## src/rtl/uart_tx_arbiter.sv

```systemverilog
// Round-robin arbiter sharing one UART transmitter among NUM_REQ byte sources.
// Optional tx_done watchdog enabled by defining UART_ARB_TIMEOUT_EN.
module uart_tx_arbiter #(
   parameter int          NUM_REQ        = 4,
   parameter int          DATA_W         = 8,
   parameter int          MAX_BURST      = 4,
   parameter logic [15:0] TIMEOUT_CYCLES = 16'd50000
) (
   input  logic                      clk,
   input  logic                      rst,
   input  logic [NUM_REQ-1:0]        req,
   input  logic [NUM_REQ*DATA_W-1:0] req_data,
   output logic [NUM_REQ-1:0]        ack,
   output logic [NUM_REQ-1:0]        gnt,
   output logic                      tx_start,
   output logic [DATA_W-1:0]         tx_data,
   input  logic                      tx_busy,
   input  logic                      tx_done,
   output logic                      err
);

   localparam int IDX_W = (NUM_REQ > 1) ? $clog2(NUM_REQ) : 1;
   localparam logic [IDX_W-1:0]   LAST_RST  = IDX_W'(NUM_REQ - 1);
   localparam logic [IDX_W:0]     NUM_EXT   = (IDX_W+1)'(NUM_REQ);
   localparam logic [7:0]         BURST_LIM = 8'(MAX_BURST);
   localparam logic [NUM_REQ-1:0] ONE       = NUM_REQ'(1);

   typedef enum logic [1:0] {
      IDLE,
      LAUNCH,
      WAIT_DONE
   } state_t;

   state_t              state;
   state_t              state_nxt;
   logic [IDX_W-1:0]    owner;
   logic [IDX_W-1:0]    owner_nxt;
   logic [IDX_W-1:0]    last;
   logic [IDX_W-1:0]    last_nxt;
   logic [7:0]          burst_cnt;
   logic [7:0]          burst_nxt;
   logic [NUM_REQ-1:0]  gnt_nxt;
   logic [NUM_REQ-1:0]  ack_nxt;
   logic                tx_start_nxt;
   logic [DATA_W-1:0]   tx_data_nxt;
   logic [IDX_W-1:0]    rr_idx;
   logic                rr_found;
   logic [IDX_W:0]      rr_cand;

`ifdef UART_ARB_TIMEOUT_EN
   logic [15:0]         wd;
   logic [15:0]         wd_nxt;
   logic [15:0]         wd_inc;
   logic                err_q;
   logic                err_nxt;

   assign wd_inc = wd + 16'd1;
   assign err    = err_q;
`else
   // no watchdog: err is constant low
   assign err = 1'b0 & (TIMEOUT_CYCLES != 16'd0);
`endif

   // scan farthest offset first so the nearest pending requester wins
   always_comb begin
      rr_idx   = last;
      rr_found = 1'b0;
      rr_cand  = '0;
      for (int o = NUM_REQ; o >= 1; o--) begin
         rr_cand = {1'b0, last} + (IDX_W+1)'(o);
         if (rr_cand >= NUM_EXT) begin
            rr_cand = rr_cand - NUM_EXT;
         end
         if (req[rr_cand[IDX_W-1:0]]) begin
            rr_idx   = rr_cand[IDX_W-1:0];
            rr_found = 1'b1;
         end
      end
   end

   always_comb begin
      state_nxt    = state;
      owner_nxt    = owner;
      last_nxt     = last;
      burst_nxt    = burst_cnt;
      gnt_nxt      = gnt;
      ack_nxt      = '0;
      tx_start_nxt = 1'b0;
      tx_data_nxt  = tx_data;
`ifdef UART_ARB_TIMEOUT_EN
      wd_nxt       = wd;
      err_nxt      = 1'b0;
`endif
      unique case (state)
         IDLE: begin
            gnt_nxt = '0;
            if (rr_found) begin
               owner_nxt = rr_idx;
               gnt_nxt   = ONE << rr_idx;
               burst_nxt = 8'd0;
               state_nxt = LAUNCH;
            end
         end
         LAUNCH: begin
            if (!req[owner]) begin
               gnt_nxt   = '0;
               last_nxt  = owner;
               state_nxt = IDLE;
            end else if (!tx_busy) begin
               tx_data_nxt  = req_data[int'(owner)*DATA_W +: DATA_W];
               tx_start_nxt = 1'b1;
               ack_nxt      = ONE << owner;
               if (burst_cnt != 8'hFF) begin
                  burst_nxt = burst_cnt + 8'd1;
               end
               state_nxt = WAIT_DONE;
`ifdef UART_ARB_TIMEOUT_EN
               wd_nxt = 16'd0;
`endif
            end
         end
         WAIT_DONE: begin
            if (tx_done) begin
               if (burst_cnt < BURST_LIM) begin
                  state_nxt = LAUNCH;
               end else begin
                  gnt_nxt   = '0;
                  last_nxt  = owner;
                  state_nxt = IDLE;
               end
            end
`ifdef UART_ARB_TIMEOUT_EN
            else if (wd_inc == TIMEOUT_CYCLES) begin
               err_nxt   = 1'b1;
               gnt_nxt   = '0;
               last_nxt  = owner;
               state_nxt = IDLE;
            end else begin
               wd_nxt = wd_inc;
            end
`endif
         end
         default: begin
            gnt_nxt   = '0;
            state_nxt = IDLE;
         end
      endcase
   end

   always_ff @(posedge clk or negedge rst) begin
      if (!rst) begin
         state     <= IDLE;
         owner     <= '0;
         last      <= LAST_RST;
         burst_cnt <= 8'd0;
         gnt       <= '0;
         ack       <= '0;
         tx_start  <= 1'b0;
         tx_data   <= '0;
`ifdef UART_ARB_TIMEOUT_EN
         wd        <= 16'd0;
         err_q     <= 1'b0;
`endif
      end else begin
         state     <= state_nxt;
         owner     <= owner_nxt;
         last      <= last_nxt;
         burst_cnt <= burst_nxt;
         gnt       <= gnt_nxt;
         ack       <= ack_nxt;
         tx_start  <= tx_start_nxt;
         tx_data   <= tx_data_nxt;
`ifdef UART_ARB_TIMEOUT_EN
         wd        <= wd_nxt;
         err_q     <= err_nxt;
`endif
      end
   end

endmodule

```

## config.mk

```make
export PLATFORM = sky130hd
export DESIGN_NAME = uart_tx_arbiter
export DESIGN_NICKNAME = d
export VERILOG_FILES = /design/src/rtl/uart_tx_arbiter.sv
export SDC_FILE = /design/constraint.sdc
export NUM_CORES = 1
export LEC_CHECK = 0
export ABC_AREA = 1
export BUFFER_PORTS_ARGS = -buffer_cell sky130_fd_sc_hd__buf_2
export CAP_MARGIN = 20
export CORE_MARGIN = 4
export CORE_UTILIZATION = 51
export DETAILED_ROUTE_END_ITERATION = 6
export PLACE_DENSITY = 0.76
export SLEW_MARGIN = 10
export SYNTH_ARGS = -nofsm -noshare
export SYNTH_HDL_FRONTEND = slang
export SYNTH_SLANG_ARGS = --single-unit
```

## constraint.sdc

```tcl
create_clock -name clk -period 2.1 [get_ports clk]
set_input_delay 0 -clock clk [delete_from_list [all_inputs] [get_ports clk]]
set_output_delay 0 -clock clk [all_outputs]
set_load 0.005 [all_outputs]
```

Yosys cells after proc, flatten, opt, wreduce, memory -nomap -nowiden:

Cells that the tools add are included.

* register bits after elaboration: 31
* latch bits: 0
* memory bits (writable): 0
* memory bits (read-only): 0
* output and inout port bits: 18
* memories kept: 0

* add/subtract/negate cells: 9
* $mul: 0
* divide/modulo/power cells: 0
* magnitude comparators: 10
* equality and inequality tests: 11
* shift-type cells: 3
* mux-type cells: 48
* bitwise logic cells: 1
* reduce and logical (&&, ||, !) cells: 9

Operators with widths (number)
* 8-bit 2-to-1 mux: 4
* 32-bit by 6-bit variable part select with 8-bit output: 1
* 2-bit 2-to-1 mux: 15
* 4-bit 2-to-1 mux: 7
* 8-bit case mux with 2 select lines: 1
* 2-bit by 3-bit less-than comparator with 1-bit output, second input constant: 5
* 2-bit != test, second input constant: 7
* 1-bit 2-to-1 mux: 13
* 3-bit >= comparator, second input constant: 4
* 4-bit case mux with 3 select lines: 1
* 1-bit binary-select mux with 2-bit select: 5
* 3-bit AND reduction: 3
* 8-bit by 1-bit adder with 8-bit output, second input constant: 1
* 8-bit by 3-bit less-than comparator with 1-bit output, second input constant: 1
* 8-bit != test, second input constant: 1
* 1-bit by 2-bit << shifter with 4-bit output, first input constant: 2
* 2-bit by 1-bit subtractor with 2-bit output, second input constant: 4
* 2-bit by 2-bit adder with 3-bit output, second input constant: 2
* 2-bit case mux with 3 select lines: 1
* 5-bit AND reduction: 1
* 2-bit case mux with 2 select lines: 1
* 4-bit AND reduction: 1
* 2-bit nonzero test: 2
* 2-bit by 1-bit adder with 3-bit output, second input constant: 1
* 7 further kinds: 7

Depth between registers and ports, before layout:

Gate-level depths: netlist (run 1).

* word-level depth: 12
* gate-level depth with buffers: 12

Least setup slack after synthesis (run 1):

OpenSTA, ideal clock, no wires.

* path kind: register to register
* start point: reg burst_cnt[0]
* end point: reg burst_cnt[3]
* data arrival time: 1.417 ns
* setup slack: 0.561 ns
* cell stages (with the launch flop): 10
* period minus slack after synthesis: 1.539 ns
* path through: dfrtp_1 > ha_1 > nand2_1 > nor3_1 > nand3_1 > nand3_2 > nand2_2 > buf_6 > nand2_1 > o21ai_1

* longest elaborated chain between the ends: 5

RTL lines
* start, declared: line 40 `logic [7:0] burst_cnt;`
* start signal, assigned: line 168 `burst_cnt <= burst_nxt;`
* 8-bit by 1-bit adder with 8-bit output: line 114 `burst_nxt = burst_cnt + 8'd1;`
* 8-bit 2-to-1 mux: line 113 `if (burst_cnt != 8'hFF) begin`
* 8-bit 2-to-1 mux: line 109 `end else if (!tx_busy) begin`
* 8-bit 2-to-1 mux: line 105 `if (!req[owner]) begin`
* 8-bit case mux with 2 select lines: line 94 `unique case (state)`

Several ways; a longest one is shown, not always the timed one. The select of a mux whose other input is x is not followed.
A chain may end at the register's enable or synchronous reset.

Worst setup path in the final report (run 1):

* start point: reg burst_cnt[0]
* end point: reg burst_cnt[5]

The elaborated chain is that of the path after synthesis.

==> flow_metrics.env, run 1 <==
export IMPL_status="finished, final reports clean"
export IMPL_postCtsSetupBuffers=0
export IMPL_ff2ff_setup_slack_ps=360
export IMPL_grtUsageTotal_pct=20.5
export IMPL_register_area_um2=778
export IMPL_clock_latency_ps=280
export IMPL_drt_initial_drc_count=99
export IMPL_ys_seq_area_share_pct=41.0
export IMPL_clock_sinks=31
export IMPL_synthMostInstantiatedCell="nand2_1"
export IMPL_drt_pass1_iterations=4
export IMPL_multi_input_area_um2=960
export IMPL_cts_tree="yes"
export IMPL_htree_levels=2
export IMPL_num_rows=21
export IMPL_p_leak_nw=1.26
export IMPL_antenna_found_initial=0
export IMPL_power_density_nw_per_um2=1260
export IMPL_ys_flop_type="dfrtp_1"
export IMPL_cp_max_fo=11
export IMPL_max_freq_mhz=574
export IMPL_slew_headroom_pct=55.7
export IMPL_grt_pass1_wl_um=7970
export IMPL_synth_edf_count=0
export IMPL_synth_seq_cells=31
export IMPL_avgSynthCellArea_um2=7.03
export IMPL_whs_ps=28.7
export IMPL_async_flop_share_pct=100
export IMPL_grt_overflow_total=0
export IMPL_fin_setup_tns_ps=0
export IMPL_drc_errors=0
export IMPL_routedWlPerCell_um=12.4
export IMPL_yosysWarnings=0
export IMPL_drive_above_1_share_pct=25.3
export IMPL_yosys_top_cells_area="dfrtp_1, nand2_1, nand3_1, inv_1, nor2_1"
export IMPL_place_inst=365
export IMPL_arrival_ps=1900
export IMPL_setup_slack_ps=359
export IMPL_dieArea_um2=4760
export IMPL_gp_congestion=0.805
export IMPL_yosys_area_top_type="dfrtp_1"
export IMPL_syn_nets=311
export IMPL_dieHeight_um=69.0
export IMPL_tightest_slew_ps=665
export IMPL_root_buffer="clkbuf_8"
export IMPL_synth_cell_types=29
export IMPL_portBuffers=56
export IMPL_dp_hpwl_um=3590
export IMPL_area_growth_pct=21.5
export IMPL_setup_viol=0
export IMPL_n_fill_cell=332
export IMPL_syn_area_um2=1900
export IMPL_wirelength_um=4640
export IMPL_start_kind="flip-flop"
export IMPL_final_period_utilization_pct=82.9
export IMPL_cp_end_kind="flip-flop"
export IMPL_place_ws_ps=357
export IMPL_clk_path_buf_depth=2
export IMPL_start_util_pct=54.8
export IMPL_n_antenna_cell=0
export IMPL_cts_buffers=5
export IMPL_fin_skew_ps=2.95
export IMPL_peakVddDrop_uv=895
export IMPL_drt_antenna_violating_nets=0
export IMPL_yosysTopAreaCellShare_pct=38.2
export IMPL_hp_class="primary input to flip-flop"
export IMPL_hold_violations=0
export IMPL_placed_cell_area_um2=2200
export IMPL_clk_pin_slew_worst_paths_ps=60
export IMPL_fin_cells=374
export IMPL_grt_setup_unrepaired="false"
export IMPL_viasPerCell=5.02
export IMPL_ios=58
export IMPL_grt_max_degree=32
export IMPL_drv_cap=0
export IMPL_final_area_um2=2310
export IMPL_netlist_instances=270
export IMPL_grt_pass1_vias=1838
export IMPL_yosys_top_cells_count="nand2_1, nand3_1, dfrtp_1, inv_1, nor2_1"
export IMPL_nets=369
export IMPL_via_count=1877
export IMPL_cts_hold_fix_buffers=2
export IMPL_cts_resized_gates=0
export IMPL_cp_required_ps=2260
export IMPL_post_route_min_period_ps=1740
export IMPL_core_region_area_um2=3470
export IMPL_crit_type="flip-flop to flip-flop"
export IMPL_maxSlewViolCount=0
export IMPL_die_width_um=69.0
-- layout make-up --
cell class | instances | area share (%)
clock buffer | 6 | 3.58
clock inverter | 1 | 0.217
inverter | 23 | 3.74
multi-input combinational | 204 | 41.6
sequential | 31 | 33.7
tap | 46 | 2.49
timing repair buffer | 63 | 14.6
-- report_power, final --
part	leakage, nW	internal (mW)	switching (mW)
logic	0.808	0.512	0.951
registers	0.406	0.789	0.194
clock network	0.0470	0.257	0.209
-- worst paths after layout --
check | start | endpoint | cells past startpoint
worst max-delay path | burst_cnt[0] | burst_cnt[5] | 8
worst min-delay path | tx_done | state[1] | 4
worst max register to register | burst_cnt[0] | burst_cnt[5] | 8
worst min register to register | tx_data[0] | tx_data[0] | 2
max in group asynchronous | rst | owner[0] | 2
min in group asynchronous | rst | gnt[1] | 2
-- worst max-delay path, stage by stage (launching register included) --
cell and delay (ps):
dfrtp_1 420, ha_1 190, nand2_1 100, nor3_1 280, nand3_1 160, nand3_2 160
nand2_2 150, nand2_1 100, o21ai_1 60
-- cell usage in the layout, fill, tap and decap left out --
master         instances
ha_1                   1
dfstp_2                2
o21ai_1                7
nand2_2                1
clkinv_2               1
nor2_4                 2
clkbuf_8               6
o22ai_1                1
xnor2_1                1
nor3_2                 4
nor2_1                20
inv_2                  3
nand3_2                1
dfrtp_1               29
buf_2                 56
nand4_1               10
nor2_2                 2
nor3_1                 3
nand2_1               97
o21ai_0                4
nor3b_1                1
o31ai_1                1
nand3_1               40
dlygate4sd3_1          2
xor2_1                 4
buf_4                  5
inv_1                 20
a21oi_1                3
conb_1                 1
-- per-layer routing --
metal	global-route usage (%)	wire length, µm
met3	5.81	323
met1	24.3	1990
met2	35.0	2260
met5	0	0
met4	7.59	63
-- per-stage QoR --
stage	power, mW	utilization, %
floorplan	2.06	-
global placement	2.44	63.4
detailed placement	2.45	63.4
CTS	2.92	66.5
global route	3.21	66.5
finish	2.91	66.5
-- sequential cells by signal, summed over array words and instances, names as in the netlist --
signal	count
burst_cnt	8
ack	4
tx_start	1
state	2
tx_data	8
gnt	4
owner	2
last	2
-- cell families (layout without fill, tap and decap cells) --
family	count (synthesis)	after routing	synth area share [%]
xor+xnor	5	5	2.31
fa+ha+maj	1	1	0.659
other cells	1	1	0.197
simple gates	181	181	43.0
compound gates	16	16	4.41
flops	31	31	41.0
buf+inv	35	93	8.50
Note: power is estimated with default switching activity, not from simulation.
==> run 2: changes to the inputs <==
--- a/config.mk
+++ b/config.mk
@@ -9,9 +9,9 @@
 export BUFFER_PORTS_ARGS = -buffer_cell sky130_fd_sc_hd__buf_2
 export CAP_MARGIN = 20
 export CORE_MARGIN = 4
-export CORE_UTILIZATION = 51
+export CORE_UTILIZATION = 46
 export DETAILED_ROUTE_END_ITERATION = 6
-export PLACE_DENSITY = 0.76
+export PLACE_DENSITY = 0.73
 export SLEW_MARGIN = 10
 export SYNTH_ARGS = -nofsm -noshare
 export SYNTH_HDL_FRONTEND = slang
==> constraint.sdc (replaced) <==
create_clock -name clk -period 1.55 [get_ports clk]
set_input_delay 0 -clock clk [delete_from_list [all_inputs] [get_ports clk]]
set_output_delay 0 -clock clk [all_outputs]
set_load 0.005 [all_outputs]
==> run 2 against run 1 <==
Effect of this change:
- the flow now finishes with violations (setup timing)
- fmax increased by 12%
- utilization fell by 1.4 points
- wire length rose by 7.9%
- register-to-register slack got worse by 370 ps
- first-iteration DRC count is 11% higher
- global-route usage is 1.7 points lower
- final cell count increased by 5.9%
- critical path depth did not move
- largest power group unchanged
- highest routed layer unchanged
==> flow_metrics.env, run 2 (synthesis results as in run 1) <==
export IMPL_status="finished, violations left"
export IMPL_violations="setup timing"
export IMPL_slew_headroom_pct=54.7
export IMPL_post_route_min_period_ps=1560
export IMPL_grt_overflow_total=0
export IMPL_clk_path_buf_depth=2
export IMPL_cp_end_kind="flip-flop"
export IMPL_cts_tree="yes"
export IMPL_die_width_um=72.3
export IMPL_htree_levels=2
export IMPL_clock_latency_ps=290
export IMPL_grt_setup_unrepaired="true"
export IMPL_tightest_slew_ps=679
export IMPL_gp_congestion=0.860
export IMPL_ios=58
export IMPL_grt_max_degree=32
export IMPL_p_leak_nw=1.41
export IMPL_routedWlPerCell_um=12.6
export IMPL_largestRegisters="burst_cnt (8), tx_data (8)"
export IMPL_nets=386
export IMPL_dp_hpwl_um=3550
export IMPL_fin_skew_ps=7.94
export IMPL_core_region_area_um2=4000
export IMPL_crit_type="flip-flop to flip-flop"
export IMPL_most_common_layout_cells="nand2_1, buf_2, nand3_1, dfrtp_1"
export IMPL_dieHeight_um=72.3
export IMPL_drv_cap=0
export IMPL_drc_errors=0
export IMPL_viasPerCell=5.07
export IMPL_n_fill_cell=354
export IMPL_power_density_nw_per_um2=1760
export IMPL_fin_cells=396
export IMPL_drt_antenna_violating_nets=0
export IMPL_start_util_pct=47.5
export IMPL_peakVddDrop_uv=960
export IMPL_antenna_found_initial=0
export IMPL_cp_max_fo=6
export IMPL_cts_buffers=5
export IMPL_root_buffer="clkbuf_8"
export IMPL_portBuffers=56
export IMPL_max_freq_mhz=642
export IMPL_grtUsageTotal_pct=18.8
export IMPL_maxSlewViolCount=0
export IMPL_arrival_ps=1730
export IMPL_hold_violations=0
export IMPL_drt_initial_drc_count=110
export IMPL_area_growth_pct=37.1
export IMPL_place_inst=375
export IMPL_n_antenna_cell=0
export IMPL_mostFrequentLayoutCell="nand2_1"
export IMPL_final_period_utilization_pct=101
export IMPL_cp_required_ps=1720
export IMPL_clock_sinks=31
export IMPL_hp_class="primary input to flip-flop"
export IMPL_dieArea_um2=5220
export IMPL_grt_pass1_wl_um=7690
export IMPL_start_kind="flip-flop"
export IMPL_register_area_um2=782
export IMPL_drive_above_1_share_pct=38.4
export IMPL_multi_input_area_um2=1100
export IMPL_setup_slack_ps=-8.20
export IMPL_num_rows=23
export IMPL_p_total_mw=4.58
export IMPL_setup_viol=1
export IMPL_wirelength_um=5010
export IMPL_via_count=2006
export IMPL_clk_pin_slew_worst_paths_ps=70
export IMPL_grt_pass1_vias=1771
export IMPL_drt_pass1_iterations=4
==> run 2: area by class of cell <==
cell class	count	area share, %
multi-input combinational	205	42.3
tap	50	2.40
inverter	23	3.60
clock inverter	1	0.192
timing repair buffer	79	18.2
sequential	31	30.0
clock buffer	7	3.32
==> run 2: worst paths after layout <==
| check | endpoint | cells past startpoint | start | slack (ps) |
|---|---|---|---|---|
| setup reg to reg | burst_cnt[3] | 8 | burst_cnt[1] | -8 |
| max in group asynchronous | state[0] | 2 | rst | 790 |
| hold / removal | tx_data[7] | 5 | req_data[7] | 30 |
| min in group asynchronous | burst_cnt[5] | 2 | rst | 280 |
| setup / recovery | burst_cnt[3] | 8 | burst_cnt[1] | -8 |
| hold reg to reg | tx_data[6] | 2 | tx_data[6] | 480 |
==> run 2: what timing repair did <==
action / in CTS / in global routing
hold endpoints to repair: 30 / 0
pin swaps: 1 / 12
gates resized for setup: 3 / 46
setup endpoints to repair: 10 / 27
hold buffers: 2 / 0
setup buffers: 1 / 9
cloned: 0 / 1
==> run 2: worst max-delay path, cell delays in order (launching register included) <==
cell     delay (ps)
dfrtp_1         360
ha_2            210
nand2_4          70
nor3_4          220
nand3_2         130
nand3_4         180
nand2_8          90
nand2_2         110
o21ai_2          50
==> run 2: metal layers <==
layer	track usage (%)	share of wire, %	vias to the layer above	wire (µm)
met5	0	0	-	0
met1	24.6	43	906	2170
met3	4.29	7.2	12	362
met2	29.5	48	68	2380
met4	8.77	1.8	0	90
li1	-	-	1020	-
==> run 2: power breakdown <==
part / switching, mW / internal, mW / total (mW)
registers: 0.199 / 1.08 / 1.28
logic: 1.64 / 1.01 / 2.64
clock network: 0.306 / 0.358 / 0.664
==> run 2: through the flow <==
step	setup TNS [ps]	worst slack [ps]	area, µm²	util (%)	hold WS, ps
after global placement	-252	-50.4	2250	56.2	77.8
after floorplan	0	10.8	1900	-	-296
after CTS	-13.0	-13.0	2380	59.5	25.5
final	-8.20	-8.20	2600	65.1	29.0
after global routing	-1220	-91.1	2600	65.1	47.8
after detailed placement	-327	-57.8	2250	56.2	80.2
